===== config.mk =====
export PLATFORM = sky130hd
export DESIGN_NAME = mouse_packet_tracker
export DESIGN_NICKNAME = d
export VERILOG_FILES = /design/src/rtl/mouse_pkg.sv /design/src/rtl/axis_accum.sv /design/src/rtl/mouse_packet_tracker.sv
export SDC_FILE = /design/constraint.sdc
export NUM_CORES = 1
export LEC_CHECK = 0
export CAP_MARGIN = 20
export CORE_MARGIN = 3
export CORE_UTILIZATION = 50
export DETAILED_ROUTE_END_ITERATION = 12
export DONT_BUFFER_PORTS = 1
export GPL_ROUTABILITY_DRIVEN = 0
export PLACE_DENSITY = 0.68
export SLEW_MARGIN = 20
export SYNTH_ARGS = -nofsm -noshare
export SYNTH_HDL_FRONTEND = slang
export SYNTH_SLANG_ARGS = --single-unit

===== constraint.sdc =====
create_clock -name CLOCK_50 -period 2.9 [get_ports CLOCK_50]
set_clock_uncertainty 0.15 [all_clocks]
set_input_delay 0.435 -clock CLOCK_50 [delete_from_list [all_inputs] [get_ports CLOCK_50]]
set_output_delay 0.435 -clock CLOCK_50 [all_outputs]
set_load 0.01 [all_outputs]

===== src/rtl/mouse_pkg.sv =====
// ---------------------------------------------------------------------------
// mouse_pkg
// Shared constants for the PS/2 mouse packet tracker:
//   - playfield bounds and the recenter/reset cursor position
//   - bit positions inside the PS/2 mouse header byte
//   - packet-assembly FSM state encoding
// No ports (package).
// ---------------------------------------------------------------------------
package mouse_pkg;

    // Playfield bounds (320x240) and cursor home position.
    localparam int unsigned X_MAX  = 319;
    localparam int unsigned Y_MAX  = 239;
    localparam int unsigned X_INIT = 160;
    localparam int unsigned Y_INIT = 120;

    // Header byte bit positions.
    localparam int BTN_L = 0;
    localparam int SYNC  = 3;   // always 1 in a genuine header byte
    localparam int XSIGN = 4;
    localparam int YSIGN = 5;
    localparam int XOVF  = 6;
    localparam int YOVF  = 7;

    // Packet-assembly FSM encoding.
    localparam logic [1:0] WAIT_B0 = 2'd0;
    localparam logic [1:0] WAIT_B1 = 2'd1;
    localparam logic [1:0] WAIT_B2 = 2'd2;

endpackage


===== src/rtl/axis_accum.sv =====
// ---------------------------------------------------------------------------
// axis_accum
// Saturating signed accumulate of one cursor axis: computes
// clamp(pos +/- delta, 0, MAX) in 11-bit signed so the intermediate sum
// can never wrap.
//   i_pos    9-bit unsigned current position
//   i_delta  9-bit two's-complement delta
//   i_sub    1 = pos - delta, 0 = pos + delta
//   o_pos    9-bit clamped result (combinational)
// ---------------------------------------------------------------------------
module axis_accum
    import mouse_pkg::*;
#(
    parameter int unsigned MAX = X_MAX
) (
    input  logic [8:0] i_pos,
    input  logic [8:0] i_delta,
    input  logic       i_sub,
    output logic [8:0] o_pos
);

    localparam logic signed [10:0] MAX_S = 11'(MAX);

    logic signed [10:0] w_pos_ext;
    logic signed [10:0] w_delta_ext;
    logic signed [10:0] w_sum;

    assign w_pos_ext   = $signed({2'b00, i_pos});
    assign w_delta_ext = $signed({{2{i_delta[8]}}, i_delta});
    assign w_sum       = i_sub ? (w_pos_ext - w_delta_ext) : (w_pos_ext + w_delta_ext);

    // NOTE: o_pos gets a default before the branches so every path assigns
    // it and no latch is inferred.
    always_comb begin
        o_pos = w_sum[8:0];
        if (w_sum < 11'sd0) begin
            o_pos = '0;
        end else if (w_sum > MAX_S) begin
            o_pos = MAX_S[8:0];
        end
    end

endmodule


===== src/rtl/mouse_packet_tracker.sv =====
// ---------------------------------------------------------------------------
// mouse_packet_tracker
// Assembles 3-byte PS/2 mouse packets and accumulates the X/Y deltas into
// an absolute cursor position clamped to the 320x240 playfield.
//   CLOCK_50      system clock
//   resetn        asynchronous active-low reset
//   rx_data       received PS/2 byte
//   rx_valid      one-cycle strobe, rx_data valid
//   recenter      move cursor to (X_INIT, Y_INIT) on the next edge
//   x, y          cursor position (y = 0 is the top row)
//   left_click    left button level from the last accepted packet
//   click_pulse   one cycle on a left-button 0->1 between packets
//   packet_valid  one cycle when a packet is applied
//   sync_err      one cycle on a rejected header byte or a timeout
// ---------------------------------------------------------------------------
module mouse_packet_tracker
    import mouse_pkg::*;
#(
    parameter int unsigned TIMEOUT_CYCLES = 100000
) (
    input  logic       CLOCK_50,
    input  logic       resetn,
    input  logic [7:0] rx_data,
    input  logic       rx_valid,
    input  logic       recenter,
    output logic [8:0] x,
    output logic [8:0] y,
    output logic       left_click,
    output logic       click_pulse,
    output logic       packet_valid,
    output logic       sync_err
);

    localparam int CW = (TIMEOUT_CYCLES > 2) ? $clog2(TIMEOUT_CYCLES) : 1;
    localparam logic [CW-1:0] CNT_LAST = CW'(TIMEOUT_CYCLES - 1);

    logic [1:0]    r_state;
    logic          r_hdr_left;
    logic          r_hdr_xsign;
    logic          r_hdr_ysign;
    logic          r_hdr_xovf;
    logic          r_hdr_yovf;
    logic [7:0]    r_dx;
    logic [CW-1:0] r_cnt;
    logic [8:0]    r_x;
    logic [8:0]    r_y;
    logic          r_left;
    logic          r_click;
    logic          r_pkt;
    logic          r_serr;

    logic [8:0]    w_dx;
    logic [8:0]    w_dy;
    logic [8:0]    w_x_new;
    logic [8:0]    w_y_new;
    logic          w_timeout;

    // An overflowed axis contributes nothing; the third byte (dy) is used
    // straight off rx_data on the apply cycle.
    assign w_dx      = r_hdr_xovf ? 9'd0 : {r_hdr_xsign, r_dx};
    assign w_dy      = r_hdr_yovf ? 9'd0 : {r_hdr_ysign, rx_data};
    assign w_timeout = !rx_valid && (r_cnt == CNT_LAST);

    axis_accum #(.MAX(X_MAX)) u_x_accum (
        .i_pos   (r_x),
        .i_delta (w_dx),
        .i_sub   (1'b0),
        .o_pos   (w_x_new)
    );

    // PS/2 reports up as positive, the screen counts rows downwards.
    axis_accum #(.MAX(Y_MAX)) u_y_accum (
        .i_pos   (r_y),
        .i_delta (w_dy),
        .i_sub   (1'b1),
        .o_pos   (w_y_new)
    );

    // NOTE: all state here is sequential, so it uses non-blocking assignments
    // only; later assignments in the block (recenter) override earlier ones.
    always_ff @(posedge CLOCK_50 or negedge resetn) begin
        if (!resetn) begin
            r_state     <= WAIT_B0;
            r_hdr_left  <= 1'b0;
            r_hdr_xsign <= 1'b0;
            r_hdr_ysign <= 1'b0;
            r_hdr_xovf  <= 1'b0;
            r_hdr_yovf  <= 1'b0;
            r_dx        <= '0;
            r_cnt       <= '0;
            r_x         <= 9'(X_INIT);
            r_y         <= 9'(Y_INIT);
            r_left      <= 1'b0;
            r_click     <= 1'b0;
            r_pkt       <= 1'b0;
            r_serr      <= 1'b0;
        end else begin
            r_click <= 1'b0;
            r_pkt   <= 1'b0;
            r_serr  <= 1'b0;

            case (r_state)
                WAIT_B0: begin
                    r_cnt <= '0;
                    if (rx_valid) begin
                        if (rx_data[SYNC]) begin
                            r_hdr_left  <= rx_data[BTN_L];
                            r_hdr_xsign <= rx_data[XSIGN];
                            r_hdr_ysign <= rx_data[YSIGN];
                            r_hdr_xovf  <= rx_data[XOVF];
                            r_hdr_yovf  <= rx_data[YOVF];
                            r_state     <= WAIT_B1;
                        end else begin
                            r_serr <= 1'b1;
                        end
                    end
                end

                WAIT_B1: begin
                    if (rx_valid) begin
                        r_dx    <= rx_data;
                        r_cnt   <= '0;
                        r_state <= WAIT_B2;
                    end else if (w_timeout) begin
                        r_cnt   <= '0;
                        r_serr  <= 1'b1;
                        r_state <= WAIT_B0;
                    end else begin
                        r_cnt <= r_cnt + 1'b1;
                    end
                end

                WAIT_B2: begin
                    if (rx_valid) begin
                        r_x     <= w_x_new;
                        r_y     <= w_y_new;
                        r_left  <= r_hdr_left;
                        r_click <= r_hdr_left & ~r_left;
                        r_pkt   <= 1'b1;
                        r_cnt   <= '0;
                        r_state <= WAIT_B0;
                    end else if (w_timeout) begin
                        r_cnt   <= '0;
                        r_serr  <= 1'b1;
                        r_state <= WAIT_B0;
                    end else begin
                        r_cnt <= r_cnt + 1'b1;
                    end
                end

                default: begin
                    r_cnt   <= '0;
                    r_state <= WAIT_B0;
                end
            endcase

            // Recenter wins over a coincident packet for position only.
            if (recenter) begin
                r_x <= 9'(X_INIT);
                r_y <= 9'(Y_INIT);
            end
        end
    end

    assign x            = r_x;
    assign y            = r_y;
    assign left_click   = r_left;
    assign click_pulse  = r_click;
    assign packet_valid = r_pkt;
    assign sync_err     = r_serr;

endmodule


==> reports/metrics.yaml <==
logic_synthesis:
  yosysWarnings: 0
  syn_nets: 383
  syn_avg_cell_area_sq_um: 9.817
  synth_edf_count: 0
  synth_seq_area_share_pct: 40.24
  syn_inst: 344
  synthesis.area_sq_um: 3377
  synth-seq-cells: 54
  ys.flop_type: "dfrtp_1"
  ys_types: 56
  async_flop_share_pct: 100.0
route:
  drc_errors: 0
  firstDrtPassIters: 4
  drt_iter0_drc: 165
  route.vias.total: 2618
  via_per_inst: 5.950
  wl_um: 7667
  ant_nets: 0
  drt-wirelength-per-cell_um: 17.43
final_layout:
  syn_to_final_growth_pct: 13.38
  final_cell_count_no_fill: 440
  antennaDiodeCount: 0
  fin_area_sq_um: 3829
  layout_commonest_cell: "dfrtp_1"
  final_layout_size_suffix_gt1_share_pct: 19.83
  nets: 401
  layout_common_cells: "dfrtp_1, nor2_1, ha_1, inv_1, xnor2_1"
pwr:
  netSwitchingFraction_pct: 41.18
  peakVddDrop_uv: 504.0
  finalPower_w: 0.003625
  p_switching_w: 0.001493
  p_int_w: 0.002132
  clockPowerShare_pct: 14.2
  combPwrFrac_pct: 55.7
  leakage_nw: 1.651
  p_seq_share_pct: 30.1
  power_per_cell_area_nw_per_um2: 946.9
global_routing:
  grt_pass1_wl_um: 11960
  grt_max_degree: 55
  first_global_vias: 2469
  grt_util_met1_pct: 26.95
  track_usage_pct: 19.89
  antenna_found_initial: 0
  grt-busiest-layer: "met2"
  grt_use_met2_pct: 30.39
  gr-total-overflow: 0
  use_met3_pct: 6.491
clock_tree:
  clk_pin_slew_worst_paths_ns: 0.10
  cts_buffers: 5
  htreeDepth: 2
  clock_latency_ns: 0.31
  cts_max_path_buffers: 2
  cts_tree: "done"
  cts-root-buf: "clkbuf_8"
  clkSinkCount: 54
place:
  dp_hpwl_um: 5564
  dp_cells: 427
  io_buffers: 0
  placed_area_sq_um: 3528
timing:
  setup_viol: 0
  rsz0062_at_grt: "true"
  fmax_mhz: 349.5
  period_minus_slack_ns: 2.861
  finalHoldViolCount: 0
  whs_ns: 0.09259
  worstMarginPinSlew_ns: 0.4654
  slew_viol_final: 0
  slew-limit-headroom_pct: 68.81
  period_share_pct: 98.65
setup_path:
  startpoint_type: "flip-flop"
  required_ns: 3.00
  end_kind: "flip-flop"
  path_cells: "buf_4 > nand2b_4 > ha_1 > nand3b_1 > a21boi_0 > o21ai_0 > a2bb2oi_1 > and4_1 > nor3_4 > a41o_1"
  crit_family: "compound AO/OA/AOI/OAI gates"
  critPathKind: "reg2reg"
  path_buf_inv: 1
  cp.arrival_ns: 2.96
  worstPathMaxFanout: 6
  cp_slowest_cell: "dfrtp_2"
  crit_path_max_incr_delay_ns: 0.45
floorplan:
  start_util_pct: 52.29
  die-area_sq_um: 7776
  die_w_um: 88.18
  core.rowCount: 29
  io_pins: 34
  die_h_um: 88.18
  core_area_sq_um: 6459
outcome:
  status: "finished clean"
flow_run:
  max_cap_viol_count: 0
hold_path:
  worstHoldPathType: "in2reg"
==> registers in the layout, indices dropped and copies added (netlist names) <==
signal        cells
r_hdr_left        1
click_pulse       1
r_state           2
sync_err          1
x                 9
y                 9
r_dx              8
packet_valid      1
r_cnt            17
r_hdr_ysign       1
r_hdr_xsign       1
left_click        1
r_hdr_xovf        1
r_hdr_yovf        1
==> cell families after synthesis <==
kind of cell    share of synthesized area (%)
simple gates                            17.82
compound gates                          16.08
flops                                   40.24
xor+xnor                                7.521
fa+ha+maj                               10.45
buf+inv                                 2.927
mux                                     4.965
==> layout make-up <==
cell class / count / area (sq um)
fill: 559 / 2630
multi-input combinational: 267 / 2046
sequential: 54 / 1360
timing repair buffer: 17 / 150.1
tap: 77 / 96.34
clock buffer: 5 / 68.82
inverter: 17 / 63.81
clock inverter: 3 / 43.79
==> per-layer routing <==
layer / up-vias / wire length (um)
li1: 1278 / -
met1: 1251 / 3598
met2: 75 / 3506
met3: 14 / 425
met4: 0 / 136
met5: - / 0
==> synthesized netlist by cell type (4+ instances only) <==
master    instances  area share, %
dfstp_2           6            4.7
mux2_2           14            4.7
nand3_1          14            2.1
a221o_1           5            1.5
ha_1             25            9.3
and3_1            7            1.3
o21ai_0          17            2.5
inv_1            17            1.9
xor2_1           11            2.9
a31oi_1           4           0.74
a21oi_1          17            2.5
nor3_1           10            1.5
nor2_1           38            4.2
nand2_1          13            1.4
dfrtp_1          48             36
xnor2_1          18            4.7
a211oi_1          4           0.89
nand2b_1          7            1.3
nor2b_1          13            2.4
==> power groups by stage <==
stage	Sequential [W]	Combinational [W]	Clock (W)
4_1_cts	0.00109	0.00176	0.000534
2_1_floorplan	0.00107	0.00135	0
6_report	0.00109	0.00202	0.000514
3_5_place_dp	0.00111	0.00172	0
5_1_grt	0.00112	0.00222	0.000563
3_3_place_gp	0.00110	0.00169	0
==> per-stage QoR <==
step | setup WS [ns] | TNS (ns) | util, %
floorplan | 0.07560 | 0 | -
CTS | 0.01708 | 0 | 57.21
global placement | 0.008993 | 0 | 54.63
detailed placement | -0.09275 | -0.4541 | 54.63
finish | 0.03913 | 0 | 59.28
global route | -0.1247 | -0.7756 | 59.28
==> worst paths after layout <==
check                                  startpoint                   to  slack, ns  cells after the start
hold reg to reg                r_cnt[0]$_DFF_PN0_   r_cnt[0]$_DFF_PN0_       0.35                      1
hold / removal                           recenter     y[6]$_DFFE_PN1P_       0.09                      2
max in group asynchronous                  resetn     y[5]$_DFFE_PN1P_       1.82                      2
setup reg to reg           r_hdr_yovf$_DFFE_PN0P_     y[4]$_DFFE_PN1P_       0.04                     10
min in group asynchronous                  resetn  r_cnt[15]$_DFF_PN0_       0.48                      2
setup / recovery           r_hdr_yovf$_DFFE_PN0P_     y[4]$_DFFE_PN1P_       0.04                     10
==> repair_timing <==
item / in CTS / in global routing
endpoints found under the hold margin: 54 / 0
setup endpoints to repair: 13 / 15
buffers inserted: 0 / 3
pin swaps: 1 / 10
hold buffers: 2 / 0
gates resized for setup: 5 / 22
Note: power is estimated with default switching activity, not from simulation.
